## config.mk

```make
export PLATFORM = sky130hd
export DESIGN_NAME = dmem_port_arbiter_flat
export DESIGN_NICKNAME = d
export VERILOG_FILES = /design/src/rtl/dmem_port_arbiter_if.sv /design/src/rtl/dmem_port_arbiter.sv /design/src/flat_wrapper.sv
export SDC_FILE = /design/constraint.sdc
export NUM_CORES = 1
export LEC_CHECK = 0
export BUFFER_PORTS_ARGS = -buffer_cell sky130_fd_sc_hd__buf_2
export CELL_PAD_IN_SITES_DETAIL_PLACEMENT = 0
export CELL_PAD_IN_SITES_GLOBAL_PLACEMENT = 1
export CORE_MARGIN = 10
export CORE_UTILIZATION = 25
export DETAILED_ROUTE_END_ITERATION = 7
export HOLD_SLACK_MARGIN = 0.1
export PLACE_DENSITY = 0.92
export SLEW_MARGIN = 40
export SYNTH_ARGS = -nofsm -noshare
export SYNTH_HDL_FRONTEND = slang
export SYNTH_SLANG_ARGS = --single-unit
```

## constraint.sdc

```tcl
create_clock -name clk -period 3.92 [get_ports clk]
set_input_delay 0.392 -clock clk [delete_from_list [all_inputs] [get_ports clk]]
set_output_delay 0.392 -clock clk [all_outputs]
set_load 0.02 [all_outputs]
```

## src/rtl/dmem_port_arbiter_if.sv

```systemverilog
// rtl/dmem_port_arbiter_if.sv - request/response and SRAM port bundle for dmem_port_arbiter
//
// Purpose: groups the two requester handshakes, the shared read-response
// path and the single SRAM port into one bundle.
// Modports:
//   master - requester/SRAM side: drives req_*, sram_rdata; sees ready, rsp_*, sram_*
//   slave  - arbiter side: the mirror image of master
// Signals:
//   req_valid/req_ready/req_we/req_lock [1:0], req_addr0/1 [12:0], req_wdata0/1 [31:0]
//   rsp_valid [1:0] (one-hot), rsp_rdata [31:0]
//   sram_en, sram_we, sram_addr [12:0], sram_wdata [31:0], sram_rdata [31:0]
interface dmem_port_arbiter_if;
   logic [1:0]  req_valid;
   logic [1:0]  req_ready;
   logic [1:0]  req_we;
   logic [1:0]  req_lock;
   logic [12:0] req_addr0;
   logic [12:0] req_addr1;
   logic [31:0] req_wdata0;
   logic [31:0] req_wdata1;
   logic [1:0]  rsp_valid;
   logic [31:0] rsp_rdata;
   logic        sram_en;
   logic        sram_we;
   logic [12:0] sram_addr;
   logic [31:0] sram_wdata;
   logic [31:0] sram_rdata;

   modport master (
      output req_valid, req_we, req_lock, req_addr0, req_addr1, req_wdata0, req_wdata1,
      output sram_rdata,
      input  req_ready, rsp_valid, rsp_rdata,
      input  sram_en, sram_we, sram_addr, sram_wdata
   );

   modport slave (
      input  req_valid, req_we, req_lock, req_addr0, req_addr1, req_wdata0, req_wdata1,
      input  sram_rdata,
      output req_ready, rsp_valid, rsp_rdata,
      output sram_en, sram_we, sram_addr, sram_wdata
   );
endinterface

```

## src/rtl/dmem_port_arbiter.sv

```systemverilog
// rtl/dmem_port_arbiter.sv - two-requester round-robin arbiter with locked bursts for one SRAM port
//
// Purpose: shares one port of the 8192x32 data SRAM between the host-load
// path (requester 0) and the compute load/store path (requester 1).
// Round-robin between unlocked requests; a requester may lock the port for
// consecutive beats, bounded by MAX_BURST while the other side is waiting.
// Read data is steered back to the requester that issued the read.
// Ports:
//   clk          - sole clock, shared with the SRAM
//   rst_n        - asynchronous active-low reset
//   bus          - dmem_port_arbiter_if.slave (requests, responses, SRAM port)
//   conflict_cnt - saturating count of cycles with a valid but ungranted requester
module dmem_port_arbiter #(
   parameter int unsigned MAX_BURST = 16
) (
   input  logic                      clk,
   input  logic                      rst_n,
   dmem_port_arbiter_if.slave        bus,
   output logic [15:0]               conflict_cnt
);

   typedef enum logic [1:0] {
      FREE = 2'd0,
      OWN0 = 2'd1,
      OWN1 = 2'd2
   } lock_state_t;

   localparam logic [7:0] BC_MAX = 8'(MAX_BURST);

   lock_state_t state;
   logic        lg;        // index granted on the most recent transfer
   logic [7:0]  bc;        // locked beats taken by the current owner
   logic [1:0]  rsp_tag;   // which requester the read in flight belongs to

   logic        owned;
   logic        own_idx;
   logic        keep_lock; // owner is granted this cycle
   logic [1:0]  gnt;
   logic        gidx;
   logic        xfer;

   always_comb begin
      owned     = (state != FREE);
      own_idx   = (state == OWN1);
      gnt       = 2'b00;
      keep_lock = 1'b0;
      if (owned && bus.req_valid[own_idx] &&
          !(bc == BC_MAX && bus.req_valid[~own_idx])) begin
         keep_lock    = 1'b1;
         gnt[own_idx] = 1'b1;
      end else if (owned && bus.req_valid[own_idx]) begin
         // Burst limit reached while the other side waits: hand it one beat.
         gnt[~own_idx] = 1'b1;
      end else begin
         // Unlocked, or the owner dropped valid and so releases this cycle.
         case (bus.req_valid)
            2'b01:   gnt = 2'b01;
            2'b10:   gnt = 2'b10;
            2'b11:   gnt = lg ? 2'b01 : 2'b10;
            default: gnt = 2'b00;
         endcase
      end
      // Nothing is accepted while reset is held.
      if (!rst_n) begin
         gnt       = 2'b00;
         keep_lock = 1'b0;
      end
   end

   assign gidx = gnt[1];
   assign xfer = |gnt;

   assign bus.req_ready  = gnt;
   assign bus.sram_en    = xfer;
   assign bus.sram_we    = xfer ? bus.req_we[gidx] : 1'b0;
   assign bus.sram_addr  = !xfer ? 13'd0 : (gidx ? bus.req_addr1 : bus.req_addr0);
   assign bus.sram_wdata = !xfer ? 32'd0 : (gidx ? bus.req_wdata1 : bus.req_wdata0);
   assign bus.rsp_valid  = rsp_tag;
   assign bus.rsp_rdata  = (|rsp_tag) ? bus.sram_rdata : 32'd0;

   always_ff @(posedge clk or negedge rst_n) begin
      if (!rst_n) begin
         state        <= FREE;
         bc           <= 8'd0;
         lg           <= 1'b1;
         rsp_tag      <= 2'b00;
         conflict_cnt <= 16'd0;
      end else begin
         rsp_tag <= gnt & ~bus.req_we;
         if (xfer) begin
            lg <= gidx;
         end
         if ((|(bus.req_valid & ~gnt)) && conflict_cnt != 16'hFFFF) begin
            conflict_cnt <= conflict_cnt + 16'd1;
         end
         if (keep_lock) begin
            if (bus.req_lock[own_idx]) begin
               if (bc != BC_MAX) begin
                  bc <= bc + 8'd1;
               end
            end else begin
               state <= FREE;
               bc    <= 8'd0;
            end
         end else if (xfer && bus.req_lock[gidx]) begin
            state <= gidx ? OWN1 : OWN0;
            bc    <= 8'd1;
         end else begin
            state <= FREE;
            bc    <= 8'd0;
         end
      end
   end

endmodule

```

## src/flat_wrapper.sv

```systemverilog
// flat-port wrapper written by rule: the top's interface ports become plain ports
module dmem_port_arbiter_flat 
#(
   parameter int unsigned MAX_BURST = 16
)
  (clk, rst_n, conflict_cnt, bus_req_valid, bus_req_we, bus_req_lock, bus_req_addr0, bus_req_addr1, bus_req_wdata0, bus_req_wdata1, bus_sram_rdata, bus_req_ready, bus_rsp_valid, bus_rsp_rdata, bus_sram_en, bus_sram_we, bus_sram_addr, bus_sram_wdata);
  dmem_port_arbiter_if bus_i ();
  input  logic clk;
  input  logic rst_n;
  output logic [15:0] conflict_cnt;
  input wire logic [$bits(bus_i.req_valid)-1:0] bus_req_valid;
  input wire logic [$bits(bus_i.req_we)-1:0] bus_req_we;
  input wire logic [$bits(bus_i.req_lock)-1:0] bus_req_lock;
  input wire logic [$bits(bus_i.req_addr0)-1:0] bus_req_addr0;
  input wire logic [$bits(bus_i.req_addr1)-1:0] bus_req_addr1;
  input wire logic [$bits(bus_i.req_wdata0)-1:0] bus_req_wdata0;
  input wire logic [$bits(bus_i.req_wdata1)-1:0] bus_req_wdata1;
  input wire logic [$bits(bus_i.sram_rdata)-1:0] bus_sram_rdata;
  output wire logic [$bits(bus_i.req_ready)-1:0] bus_req_ready;
  output wire logic [$bits(bus_i.rsp_valid)-1:0] bus_rsp_valid;
  output wire logic [$bits(bus_i.rsp_rdata)-1:0] bus_rsp_rdata;
  output wire logic [$bits(bus_i.sram_en)-1:0] bus_sram_en;
  output wire logic [$bits(bus_i.sram_we)-1:0] bus_sram_we;
  output wire logic [$bits(bus_i.sram_addr)-1:0] bus_sram_addr;
  output wire logic [$bits(bus_i.sram_wdata)-1:0] bus_sram_wdata;
  assign bus_i.req_valid = bus_req_valid;
  assign bus_i.req_we = bus_req_we;
  assign bus_i.req_lock = bus_req_lock;
  assign bus_i.req_addr0 = bus_req_addr0;
  assign bus_i.req_addr1 = bus_req_addr1;
  assign bus_i.req_wdata0 = bus_req_wdata0;
  assign bus_i.req_wdata1 = bus_req_wdata1;
  assign bus_i.sram_rdata = bus_sram_rdata;
  assign bus_req_ready = bus_i.req_ready;
  assign bus_rsp_valid = bus_i.rsp_valid;
  assign bus_rsp_rdata = bus_i.rsp_rdata;
  assign bus_sram_en = bus_i.sram_en;
  assign bus_sram_we = bus_i.sram_we;
  assign bus_sram_addr = bus_i.sram_addr;
  assign bus_sram_wdata = bus_i.sram_wdata;
  dmem_port_arbiter #(.MAX_BURST(MAX_BURST)) u_core (.clk(clk), .rst_n(rst_n), .bus(bus_i), .conflict_cnt(conflict_cnt));
endmodule
```

== Word-level counts from Yosys, hierarchy flattened ==
Cells that the tools add are included.

* Flip-flop bits (word level): 29
* Input port bits: 130
* Output and inout bits: 99
* Logic and storage cells: 73

* $add $sub $neg: 2
* Magnitude comparators: 5
* Eq/ne operators: 9
* Mux-type cells: 35
* Bitwise gates (word level): 5
* Reductions and logical operators: 12

{| class="wikitable"
|+ Operators with widths
! kind !! number
|-
| $mux W32 || 3
|-
| $mux W13 || 2
|-
| $mux W8 || 3
|-
| $add A16 B1 Y16 const B || 1
|-
| $mux W1 || 16
|-
| $mux W2 || 8
|-
| $ne A16 B16 Y1 const B || 1
|-
| $add A8 B1 Y8 const B || 1
|-
| $eq A8 B5 Y1 const B || 1
|-
| $ne A8 B5 Y1 const B || 1
|-
| $logic_and A1 B1 Y1 || 7
|-
| $eq A2 B2 Y1 const B || 3
|-
| $lt A1 B2 Y1 const B || 3
|-
| $pmux W2 S3 || 1
|-
| $reduce_or A2 Y1 || 3
|-
| $and A2 B2 Y2 || 2
|-
| $not A2 Y2 || 2
|-
| $ne A3 B3 Y1 const B || 1
|-
| $demux W1 S1 || 2
|-
| $eq A2 B1 Y1 const B || 1
|-
| $ge A1 B1 Y1 const B || 2
|-
| $ne A2 B2 Y1 const B || 1
|-
| $reduce_bool A2 Y1 || 1
|-
| $logic_not A1 Y1 || 1
|-
| $not A1 Y1 || 1
|}

== Depth between registers and ports, before layout ==
* Depth in word-level cells: 14
* Depth in mapped cells: 8
* Mapped depth without buffers: 7

== Worst setup path after synthesis ==
No wires, ideal clock.

* Path type: register to output
* From: register u_core.bc[5]
* To: output bus_sram_addr[10]
* Arrival time: 1.926 ns
* Required time: 3.528 ns
* Slack: 1.602 ns
* Stages on the path, launching flop included: 7
* Buffers on the path: 1
* Path through: dfrtp_1 nor4b_4 nand3_4 o211a_4 o21bai_2 buf_2 a22o_1

* Longest elaborated chain between the ends: 8
* Elaborated cells on any way between the ends: 9
* Those cells by class: eq/ne: 1; mux: 4; reduce/logical: 4

{| class="wikitable"
|+ RTL lines
! item !! RTL line !! source
|-
| from (decl) || dmem_port_arbiter.sv:32 || <nowiki>logic [7:0] bc;</nowiki>
|-
| from (signal assigned) || dmem_port_arbiter.sv:99 || <nowiki>bc <= bc + 8'd1;</nowiki>
|-
| $eq A8 B5 Y1 (*) || dmem_port_arbiter.sv:48 || <nowiki>!(bc == BC_MAX && bus.req_valid[~own_idx])) begin</nowiki>
|-
| $logic_and A1 B1 Y1 (*) || dmem_port_arbiter.sv:48 ||
|-
| $logic_not A1 Y1 (*) || dmem_port_arbiter.sv:48 ||
|-
| $logic_and A1 B1 Y1 (*) || dmem_port_arbiter.sv:47 || <nowiki>if (owned && bus.req_valid[own_idx] &&</nowiki>
|-
| $mux W2 (*) || dmem_port_arbiter.sv:47 ||
|-
| $mux W2 (*) || dmem_port_arbiter.sv:64 || <nowiki>if (!rst_n) begin</nowiki>
|-
| net bus_req_ready[1] || flat_wrapper.sv:19 || <nowiki>output wire logic [$bits(bus_i.req_ready)-1:0] bus_req_ready;</nowiki>
|-
| $mux W13 / $reduce_or A2 Y1 (equally long branches) || dmem_port_arbiter.sv:76, dmem_port_arbiter.sv:71 ||
|-
| $mux W13 (*) || dmem_port_arbiter.sv:76 || <nowiki>assign bus.sram_addr = !xfer ? 13'd0 : (gidx ? bus.req_addr1 : bus.req_addr0);</nowiki>
|-
| to (decl) || flat_wrapper.sv:24 || <nowiki>output wire logic [$bits(bus_i.sram_addr)-1:0] bus_sram_addr;</nowiki>
|}

Mark *: on every way through the listed nets, which the timed path passes. The rest lies on a longest branch.

== Worst setup path after layout ==
* From: register u_core.bc[5]
* To: output bus_sram_wdata[20]

* Longest elaborated chain between the ends: 8
* Elaborated cells on any way between the ends: 9
* Those cells by class: eq/ne: 1; mux: 4; reduce/logical: 4

{| class="wikitable"
|+ RTL lines
! item !! RTL line !! source
|-
| $eq A8 B5 Y1 (*) || dmem_port_arbiter.sv:48 ||
|-
| $logic_and A1 B1 Y1 (*) || dmem_port_arbiter.sv:48 ||
|-
| $logic_not A1 Y1 (*) || dmem_port_arbiter.sv:48 ||
|-
| $logic_and A1 B1 Y1 (*) || dmem_port_arbiter.sv:47 ||
|-
| $mux W2 (*) || dmem_port_arbiter.sv:47 ||
|-
| $mux W2 (*) || dmem_port_arbiter.sv:64 ||
|-
| $mux W32 / $reduce_or A2 Y1 (equally long branches) || dmem_port_arbiter.sv:77, dmem_port_arbiter.sv:71 ||
|-
| $mux W32 (*) || dmem_port_arbiter.sv:77 || <nowiki>assign bus.sram_wdata = !xfer ? 32'd0 : (gidx ? bus.req_wdata1 : bus.req_wdata0);</nowiki>
|-
| to (decl) || flat_wrapper.sv:25 || <nowiki>output wire logic [$bits(bus_i.sram_wdata)-1:0] bus_sram_wdata;</nowiki>
|}

Every way passes the cells marked *; elsewhere a longest branch is shown, timed or not.

==> metrics <==
status=complete, no violations; type of origin of the critical path=flip-flop; cell row count=35; highest clock rate=0.328 GHz; Area contributors post-synth=dfrtp_1, a22o_1, nor2b_1; GRT Residual Overflow=0; Layout Skew=0.00700 ns; setup violators final=0; initial antenna violation count=0; Post-synth EDFFs=0; pre-CTS setup slack=1.15 ns; WL per Instance=16.8 um; CP bufs+invs=2; worst-case clock buffer depth=2; Yosys reg bits=29; chip height=117 um; period utilization=77.9%; largest net degree at the start of global routing=35; DR vias/cell=4.58; Max stage delay on crit path=0.49 ns; worst-path fanout max=32; Core ar.=9240 um^2; Post-Synth Simple-Gate Area=28.0%; share of layout cells above drive strength 1=56.5%; post-synth net total=381; Yosys top cell by area=dfrtp_1; via count=2737; Root Buffer=clkbuf_8; die area=13700 um^2; number of inserted diodes=0; vias in the first global route=2971; Layout area overhead=59.3%; Multi-input gate area=1530 um^2; flop2flop setup slack=1.43 ns; Critical-path top delay cell=a21oi_4; pwr/cell area=363 nW/um^2; Final #Nets=601; Slew Viols, Final=0; Initial Utilization=25.6%; CTS Hold Bufs=0; Post-synth top flop=dfrtp_1; Post-Synth XOR/XNOR Area=7.73%; sequential cell area=727 um^2; gp weighted congestion=0.804; CP Capture Type=output pin; fin crit period=3.05 ns; H-Tree Level Count=2; CTS resizes=0; adder-cell share of the synthesized area=1.59%; Worst R2R Start=u_core.bc[5]; final hold violations=0; GR Util All Layers=12.8%; Final WS setup=0.867 ns; Post CTS Setup Buffer Count=0; count leader, synth=a22o_1; Synth Instances=248; drt total wl=10100 um; maximum VDD drop=0.000200 V; R2R depth=6; sequential share of the synthesized area=30.8%; hpwl dp=8560 um; most common library cells after synthesis=a22o_1, nor2b_1, dfrtp_1; Hold Path Class=in2async; Inserted Clock Buffers=5; CP Data Required Time=3.53 ns; Post-route DRC=0; Sink Count=29; syn_area_per_cell=9.53 um^2; # fillers=931; critical-path cell list=nor4b_4 -> nand4_1 -> mux2_2 -> a21oi_4 -> buf_12 -> a22o_1 -> buf_2; mux contribution to synthesized area=2.75%; die width=117 um; largest family of logic cells by synthesized area=simple AND/OR/NAND/NOR gates; clk_lat worst skew=0.29 ns; Compound-Gate Fraction of Synth Area=23.6%; CP Class=reg2out; Post-Syn Area=2360 um^2; Synth top area share=29.6%; Reg2Reg Capture Point=u_core.conflict_cnt[1]; CTS clock-pin slew for the worst setup and hold paths=0.07 ns; worst slew pin tran=0.632 ns; delay-heaviest family, CP=compound AO/OA/AOI/OAI gates; CTS tree=built; Synth cell types=47; Initial DRC Count=79; Slew Limit Headroom=57.8%; first-pass GRT wire length=14200 um; leak pwr=2.01 nW; Setup Total Neg Slack=0 ns; drt pass-1 iters=4; synth warn=0; I/O Buffers=228; ys async rst share=100%; RSZ-0062 raised after global routing=no; Arr. time, crit path=2.66 ns; Overall Power=1.37 mW; IO Pins=229; # Max-Cap Violations=0; DRT antenna net count=0
cells by family after synthesis:
logic type      after synthesis
simple gates                102
compound gates               63
flops                        29
buf+inv                      25
xor+xnor                     20
mux                           6
fa+ha+maj                     3
metal layers:
metal	up-vias	wire length [um]	global-route usage, %
li1	1343	-	-
met1	1230	3590	13.5
met2	154	4930	21.9
met3	10	1410	7.03
met4	0	120	3.21
met5	-	0	0
worst reg2reg max path, delay by kind of cell, from the launching register on:
kind	cells	cell delay, ns
AOI/OAI and AO/OA	2	0.83
and+or+nand+nor	3	0.75
DFF	1	0.44
muxes	1	0.35
stage by stage:
step | hold slack (ns) | area (um^2) | cells | util (%)
final | 0.229 | 3760 | 598 | 40.7
after global routing | 0.274 | 3760 | 598 | 40.7
after CTS | 0.243 | 3760 | 598 | 40.7
after detailed placement | 0.495 | 3630 | 590 | 39.3
after global placement | 0.475 | 3630 | 590 | 39.2
after floorplan | 0.0964 | 2360 | 248 | -
registers in the layout (all words and copies together) (netlist names):
| name | count |
|---|---|
| u_core.lg | 1 |
| u_core.bc | 8 |
| u_core.state | 2 |
| u_core.conflict_cnt | 16 |
| u_core.bus.rsp_valid | 2 |
power by group:
group / internal, mW / total (mW) / switching (mW)
clock network: 0.252 / 0.371 / 0.119
registers: 0.346 / 0.397 / 0.0509
logic: 0.248 / 0.598 / 0.350
how the worst max path moves through the flow:
stage / cells past startpoint / to / startpoint / slack (ns)
floorplan: 6 / bus_sram_addr[10] / u_core.bc[5] / 1.60
global placement: 7 / bus_sram_wdata[20] / u_core.bc[5] / 1.21
detailed placement: 7 / bus_sram_wdata[20] / u_core.bc[5] / 1.15
CTS: 7 / bus_sram_wdata[20] / u_core.bc[5] / 0.83
finish: 7 / bus_sram_wdata[20] / u_core.bc[5] / 0.87
global route: 7 / bus_sram_wdata[20] / u_core.bc[5] / 0.68
cell type report:
cell class / instances / share of cell area (%)
inverter: 7 / 0.698
tap: 129 / 4.29
timing repair buffer: 231 / 31.6
clock inverter: 3 / 1.73
multi-input combinational: 194 / 40.6
sequential: 29 / 19.3
clock buffer: 5 / 1.83
cells in the final DEF, fill, tap and decap left out, types with 7 or more instances in the layout:
cell / n
a22o_1: 46
inv_1: 7
and3_1: 9
buf_2: 228
nand2_1: 7
nor2_1: 13
xnor2_1: 17
nand3_1: 10
nand3_2: 10
nor2b_1: 34
dfrtp_1: 28
(Power assumes the default switching activity.)
